--- src/rtl/tracker.sv ---
`timescale 1ns/1ps
// tracker: streaming colour-blob tracker for the camera/VGA path.
// Consumes one raster-ordered frame of RGB pixels, classifies each pixel
// against a red-target threshold and reports the target position at end of
// frame, with a held valid flag.
//
// Optional build macro: TRACKER_BBOX_EN
//   undefined : integer centroid via two 28-cycle restoring dividers
//   defined   : bounding-box midpoint (dividers removed, same 28-cycle wait)
//
// Ports:
//   i_clk       system clock (pixel domain)
//   i_rst_n     asynchronous active-low reset
//   i_RGB       pixel colour, R=[23:16] G=[15:8] B=[7:0]
//   i_pixelVAL  pixel strobe, one pixel per high cycle
//   o_pointH    target column (3FF when no target pixel in the frame)
//   o_pointV    target row    (3FF when no target pixel in the frame)
//   o_valid     result valid, held until the next accepted pixel
//
// state    | meaning
// ---------+--------------------------------------------------------------
// ST_ACCUM | accepting pixels, accumulating target statistics
// ST_DIV   | 28-cycle result computation, incoming pixels dropped
// ST_DONE  | result held, o_valid=1; next pixel starts a new frame at (0,0)
module tracker #(
  parameter int H_RES  = 640,
  parameter int V_RES  = 480,
  parameter int R_MIN  = 200,
  parameter int GB_MAX = 80
) (
  input  logic        i_clk,
  input  logic        i_rst_n,
  input  logic [23:0] i_RGB,
  input  logic        i_pixelVAL,
  output logic [9:0]  o_pointH,
  output logic [9:0]  o_pointV,
  output logic        o_valid
);

  localparam logic [1:0] ST_ACCUM = 2'd0;
  localparam logic [1:0] ST_DIV   = 2'd1;
  localparam logic [1:0] ST_DONE  = 2'd2;

  localparam logic [9:0] H_LAST   = 10'(H_RES - 1);
  localparam logic [9:0] V_LAST   = 10'(V_RES - 1);
  localparam logic [4:0] DIV_LOAD = 5'd28;

  logic [1:0]  r_state;
  logic [9:0]  r_h, r_v;
  logic [18:0] r_cnt;
  logic [4:0]  r_div_cnt;
  logic [9:0]  r_point_h, r_point_v;

  logic        w_target, w_accept, w_restart, w_last;
  logic [9:0]  w_ph, w_pv, w_h_nxt, w_v_nxt;
  logic [18:0] w_cnt_base, w_cnt_nxt;
  logic [9:0]  w_res_h, w_res_v;

  assign w_target = (i_RGB[23:16] >= 8'(R_MIN)) &&
                    (i_RGB[15:8]  <= 8'(GB_MAX)) &&
                    (i_RGB[7:0]   <= 8'(GB_MAX));

  assign w_accept  = i_pixelVAL && (r_state != ST_DIV);
  // A pixel taken in DONE begins a fresh frame: it is treated as (0,0)
  // against cleared accumulators in the same edge.
  assign w_restart = (r_state == ST_DONE);

  assign w_ph    = w_restart ? 10'd0 : r_h;
  assign w_pv    = w_restart ? 10'd0 : r_v;
  assign w_last  = (w_ph == H_LAST) && (w_pv == V_LAST);
  assign w_h_nxt = (w_ph == H_LAST) ? 10'd0 : w_ph + 10'd1;
  assign w_v_nxt = (w_ph != H_LAST) ? w_pv :
                   (w_pv == V_LAST) ? 10'd0 : w_pv + 10'd1;

  assign w_cnt_base = w_restart ? 19'd0 : r_cnt;
  assign w_cnt_nxt  = w_cnt_base + (w_target ? 19'd1 : 19'd0);

`ifdef TRACKER_BBOX_EN
  logic [9:0] r_min_h, r_max_h, r_min_v, r_max_v;
  logic [9:0] w_min_h_b, w_max_h_b, w_min_v_b, w_max_v_b;
  logic [9:0] w_min_h_nxt, w_max_h_nxt, w_min_v_nxt, w_max_v_nxt;

  assign w_min_h_b = w_restart ? 10'h3FF : r_min_h;
  assign w_max_h_b = w_restart ? 10'h000 : r_max_h;
  assign w_min_v_b = w_restart ? 10'h3FF : r_min_v;
  assign w_max_v_b = w_restart ? 10'h000 : r_max_v;

  assign w_min_h_nxt = (w_target && (w_ph < w_min_h_b)) ? w_ph : w_min_h_b;
  assign w_max_h_nxt = (w_target && (w_ph > w_max_h_b)) ? w_ph : w_max_h_b;
  assign w_min_v_nxt = (w_target && (w_pv < w_min_v_b)) ? w_pv : w_min_v_b;
  assign w_max_v_nxt = (w_target && (w_pv > w_max_v_b)) ? w_pv : w_max_v_b;

  assign w_res_h = 10'(({1'b0, r_min_h} + {1'b0, r_max_h}) >> 1);
  assign w_res_v = 10'(({1'b0, r_min_v} + {1'b0, r_max_v}) >> 1);
`else
  logic [27:0] r_sum_h, r_sum_v;
  logic [27:0] w_sum_h_nxt, w_sum_v_nxt;
  // Divider: r_quo starts as the dividend and shifts left, quotient bits
  // entering at the bottom; r_rem stays below the divisor so 19 bits suffice.
  logic [18:0] r_rem_h, r_rem_v;
  logic [27:0] r_quo_h, r_quo_v;
  logic [46:0] w_step_h, w_step_v;

  function automatic logic [46:0] div_step(input logic [18:0] rem,
                                           input logic [27:0] quo,
                                           input logic [18:0] den);
    logic [19:0] sh;
    logic [18:0] rem_n;
    logic        q_bit;
    sh = {rem, quo[27]};
    if (sh >= {1'b0, den}) begin
      rem_n = sh[18:0] - den;
      q_bit = 1'b1;
    end else begin
      rem_n = sh[18:0];
      q_bit = 1'b0;
    end
    return {rem_n, quo[26:0], q_bit};
  endfunction

  assign w_sum_h_nxt = (w_restart ? 28'd0 : r_sum_h) + (w_target ? 28'(w_ph) : 28'd0);
  assign w_sum_v_nxt = (w_restart ? 28'd0 : r_sum_v) + (w_target ? 28'(w_pv) : 28'd0);

  assign w_step_h = div_step(r_rem_h, r_quo_h, r_cnt);
  assign w_step_v = div_step(r_rem_v, r_quo_v, r_cnt);

  assign w_res_h = r_quo_h[9:0];
  assign w_res_v = r_quo_v[9:0];
`endif

  always_ff @(posedge i_clk or negedge i_rst_n) begin
    if (!i_rst_n) begin
      r_state   <= ST_ACCUM;
      r_h       <= '0;
      r_v       <= '0;
      r_cnt     <= '0;
      r_div_cnt <= '0;
      r_point_h <= '0;
      r_point_v <= '0;
`ifdef TRACKER_BBOX_EN
      r_min_h   <= 10'h3FF;
      r_max_h   <= 10'h000;
      r_min_v   <= 10'h3FF;
      r_max_v   <= 10'h000;
`else
      r_sum_h   <= '0;
      r_sum_v   <= '0;
      r_rem_h   <= '0;
      r_rem_v   <= '0;
      r_quo_h   <= '0;
      r_quo_v   <= '0;
`endif
    end else if (w_accept) begin
      r_h   <= w_h_nxt;
      r_v   <= w_v_nxt;
      r_cnt <= w_cnt_nxt;
`ifdef TRACKER_BBOX_EN
      r_min_h <= w_min_h_nxt;
      r_max_h <= w_max_h_nxt;
      r_min_v <= w_min_v_nxt;
      r_max_v <= w_max_v_nxt;
`else
      r_sum_h <= w_sum_h_nxt;
      r_sum_v <= w_sum_v_nxt;
`endif
      if (w_last) begin
        r_state   <= ST_DIV;
        r_div_cnt <= DIV_LOAD;
`ifndef TRACKER_BBOX_EN
        // Dividers load straight from the final sums so no cycle is lost.
        r_rem_h <= '0;
        r_rem_v <= '0;
        r_quo_h <= w_sum_h_nxt;
        r_quo_v <= w_sum_v_nxt;
`endif
      end else begin
        r_state <= ST_ACCUM;
      end
    end else if (r_state == ST_DIV) begin
      // 28 iteration edges, then one load edge.
      if (r_div_cnt == 5'd0) begin
        r_state   <= ST_DONE;
        r_point_h <= (r_cnt == 19'd0) ? 10'h3FF : w_res_h;
        r_point_v <= (r_cnt == 19'd0) ? 10'h3FF : w_res_v;
      end else begin
        r_div_cnt <= r_div_cnt - 5'd1;
`ifndef TRACKER_BBOX_EN
        r_rem_h <= w_step_h[46:28];
        r_quo_h <= w_step_h[27:0];
        r_rem_v <= w_step_v[46:28];
        r_quo_v <= w_step_v[27:0];
`endif
      end
    end
  end

  assign o_pointH = r_point_h;
  assign o_pointV = r_point_v;
  assign o_valid  = (r_state == ST_DONE);

endmodule

--- config.mk ---
export PLATFORM = sky130hd
export DESIGN_NAME = tracker
export DESIGN_NICKNAME = d
export VERILOG_FILES = /design/src/rtl/tracker.sv
export SDC_FILE = /design/constraint.sdc
export NUM_CORES = 1
export LEC_CHECK = 0
export CORE_ASPECT_RATIO = 0.5
export CORE_MARGIN = 2
export CORE_UTILIZATION = 40
export DETAILED_ROUTE_END_ITERATION = 8
export DONT_BUFFER_PORTS = 1
export GPL_TIMING_DRIVEN = 1
export PLACE_DENSITY = 0.55
export SLEW_MARGIN = 20
export SYNTH_ARGS = -nofsm -noshare
export SYNTH_HDL_FRONTEND = slang
export SYNTH_SLANG_ARGS = --single-unit
--- constraint.sdc ---
create_clock -name i_clk -period 4.6 [get_ports i_clk]
set_input_delay 0.92 -clock i_clk [delete_from_list [all_inputs] [get_ports i_clk]]
set_output_delay 0.92 -clock i_clk [all_outputs]
set_load 0.01 [all_outputs]
==> flow_summary_export.csv <==
group,metric,value,unit
timing,finalCriticalPeriod,3940,ps
worst_setup_path,rr_worst_depth,13,
global_routing,track_usage,20.5,%
route,drt_pass1_iterations,5,
floorplanning,rows,47,
global_routing,grt_pass1_vias,11100,
floorplanning,ioPinCount,48,
clock_network,htreeDepth,1,
clock_network,cts_buffer_depth,3,
yosys,syn_area_per_cell,8.67,um^2
layout,nets,1620,
timing,fin_crit_sh,85.6,%
timing,drv_slew,0,
yosys,syn_nets,1647,
clock_network,cts.clk_slew.worst_paths,70,ps
clock_network,cts_tree,"done",
global_routing,grt_pass1_wl,58900,um
yosys,synthTopCellsByArea,"dfrtp_1 (40%), o21ai_0 (6.1%), ha_1 (6.0%), nand2_1 (5.8%), a21oi_1 (3.8%)",
min_path,hp-class,"input pin to asynchronous set/reset pin",
clock_network,clock-root-buffer,"clkbuf_16",
timing,setup_viol,0,
outcome,status,"complete, no violations",
worst_setup_path,cp-start-kind,"input pin",
place,io_buffers,0,
clock_network,cts_hold_buf,0,
route,via_per_inst,5.77,
floorplanning,die_area,35200,um^2
flow_run,max_cap_viol_count,0,
power_and_ir_drop,power_density,638,nW/um^2
clock_network,cts.repair.resized,0,
worst_setup_path,crit_required,5030,ps
floorplanning,core_area,33100,um^2
timing,worst_slack,661,ps
layout,n_fill_cell,3222,
worst_setup_path,end_kind,"flip-flop",
worst_setup_path,r2r-end,"r_quo_h[18]$_DFFE_PN0P_",
worst_setup_path,ff2ff_setup_slack,760,ps
place,gp_congestion,0.923,
yosys,synth_warnings,0,
floorplanning,initial_core_util,40.6,%
clock_network,clk_latency,540,ps
global_routing,grt_max_degree,217,
timing,rsz0062_at_grt,"no",
route,ant_nets,0,
clock_network,postCtsSetupRepairBufs,0,
clock_network,clock-sinks,216,
yosys,synth_top_area_share,40.2,%
timing,relSlewSlack,27.8,%
route,drt-initial-drc-count,878,
layout,num_antenna_cells,0,
timing,max_freq,254,MHz
yosys,ys_ff_latch,216,
floorplanning,die_x,263,um
yosys,synth_edf_count,0,
yosys,synth_ff_type,"dfrtp_1",
layout,drive_gt1_share,6.68,%
layout,syn_to_final_growth,9.91,%
route,drt_wl_total,35900,um
worst_setup_path,crit_arrival,4370,ps
floorplanning,die-height,134,um
yosys,synthArstFlopShare,100,%
timing,finClkSkew,19.6,ps
timing,tightest_slew,1080,ps
route,wl_per_cell,18.1,um
yosys,synthCells,1552,
yosys,yosysSeqAreaShare,40.2,%
route,drc,0,
place,dpl_worst_slack,146,ps
power_and_ir_drop,peakVddDrop,221,uV
global_routing,grt.overflow.total,0,
worst_setup_path,criticalPathCategory,"input pin to flip-flop",
clock_network,cts_made_buffers,23,
timing,hold_violations,0,
place,dpl.hpwl,24200,um
worst_setup_path,crit_fanout,9,
yosys,syn-cell-area,13500,um^2
yosys,yosysUniqueCellTypes,75,
route,vias,11400,
timing,tns,0,ps
yosys,yosys.area.top_type,"dfrtp_1",
worst_setup_path,r2r_start,"r_state[0]$_DFFE_PN0P_",
power_and_ir_drop,leakagePower,6.36,nW
global_routing,antenna_found_initial,0,
## final cells by class
type	count	area, um^2	area share (%)
Clock inverter	15	244	1.65
Sequential cell	216	5410	36.6
Inverter	55	206	1.40
Clock buffer	26	607	4.10
Tap cell	441	552	3.73
Timing Repair Buffer	29	230	1.56
Multi-Input combinational cell	1200	7540	51.0
## worst max-delay path: stages
cell and delay, ps:
o41a_1 400, o21ai_0 160, nand3_1 230, nor2_1 280, buf_4 190, and2_1 120
ha_1 200, o21a_1 190, nand3_1 80, o21ai_0 320, a31oi_1 230, nor2_2 390
nand4_1 240, a21o_1 230, a21o_1 170
## cells in the final DEF (no fill, tap or decap), types with 15 or more instances in the layout
cell / n
a21o_1: 27
a21oi_1: 103
a22oi_1: 29
and2_1: 52
and3_1: 32
buf_4: 28
clkbuf_16: 23
dfrtp_1: 216
ha_1: 64
inv_1: 54
nand2_1: 207
nand3_1: 74
nand4_1: 23
nor2_1: 69
nor3_1: 25
nor4_1: 15
o21ai_0: 163
o22a_1: 21
o31ai_1: 23
xnor2_1: 48
xor2_1: 35
## synth_stat cells, types with 6 or more instances
cell type,instances
nor4_1,15
o31ai_1,23
ha_1,64
or3_1,11
xnor2_1,48
nand4_1,23
nor3_1,25
a211oi_1,9
a31oi_1,11
and3_1,32
and2_1,52
a21oi_1,103
nand2_1,209
o21a_1,13
inv_1,54
mux2i_1,8
buf_2,10
o22ai_1,13
o21bai_1,6
clkbuf_1,61
dfrtp_1,216
nand3_1,75
a21o_1,27
a22oi_1,29
o211ai_1,11
o21ai_0,163
o22a_1,21
a22o_1,9
nor2_1,71
a32oi_1,6
xor2_1,35
nor2b_1,12
## worst max path at each step
| stage | from | end | slack [ps] |
|---|---|---|---|
| 2_1_floorplan | i_RGB[8] | r_sum_v[25]$_DFFE_PN0P_ | 570 |
| 6_report | i_RGB[8] | r_sum_h[24]$_DFFE_PN0P_ | 660 |
| 3_5_place_dp | i_RGB[0] | r_sum_h[24]$_DFFE_PN0P_ | 150 |
| 3_3_place_gp | i_RGB[8] | r_sum_h[24]$_DFFE_PN0P_ | 170 |
| 4_1_cts | i_RGB[0] | r_sum_h[24]$_DFFE_PN0P_ | 690 |
| 5_1_grt | i_RGB[8] | r_sum_v[27]$_DFFE_PN0P_ | 330 |
## per-stage QoR
| step | instance area (um^2) | cells | power, mW | utilization [%] | hold WS, ps |
|---|---|---|---|---|---|
| 3_5_place_dp | 13900 | 1941 | 7.30 | 42.1 | 458 |
| 5_1_grt | 14800 | 1982 | 10.2 | 44.7 | 54.7 |
| 2_1_floorplan | 13500 | 1552 | 6.22 | - | 437 |
| 4_1_cts | 14800 | 1982 | 9.47 | 44.6 | 56.3 |
| 3_3_place_gp | 13900 | 1941 | 7.18 | 42.1 | 449 |
| 6_report | 14800 | 1982 | 9.43 | 44.7 | 79.3 |
## layer usage
layer	track usage [%]	routed length (um)	up-vias	share of wire [%]
li1	-	-	5548	-
met1	29.7	17700	5595	49
met2	32.5	16000	244	45
met3	2.98	1540	51	4.3
met4	4.86	646	0	1.8
met5	0	0	-	0
## flip-flops by register name (all words and copies together), names as in the netlist
| register | cells |
|---|---|
| r_quo_h | 28 |
| r_quo_v | 28 |
| r_sum_h | 28 |
| r_sum_v | 28 |
| r_cnt | 19 |
| r_rem_h | 19 |
| r_rem_v | 19 |
| o_pointH | 10 |
| o_pointV | 10 |
| r_h | 10 |
| r_v | 10 |
| r_div_cnt | 5 |
| r_state | 2 |
## report_power, final
part | switching, mW | internal [mW] | total, mW | leakage (nW)
clock | 0.833 | 1.29 | 2.13 | 0.414
sequential | 0.529 | 2.53 | 3.06 | 2.76
combinational | 2.51 | 1.73 | 4.24 | 3.19
total | 3.87 | 5.55 | 9.43 | 6.36
## kinds of logic after synthesis
group	after synthesis	synth area share (%)
compound gates	487	23.2
xor+xnor	83	5.40
fa+ha+maj	69	6.62
buf+inv	136	4.08
flops	216	40.2
mux	8	0.595
simple gates	553	19.9
No activity file was read; power rests on OpenSTA's default activity.
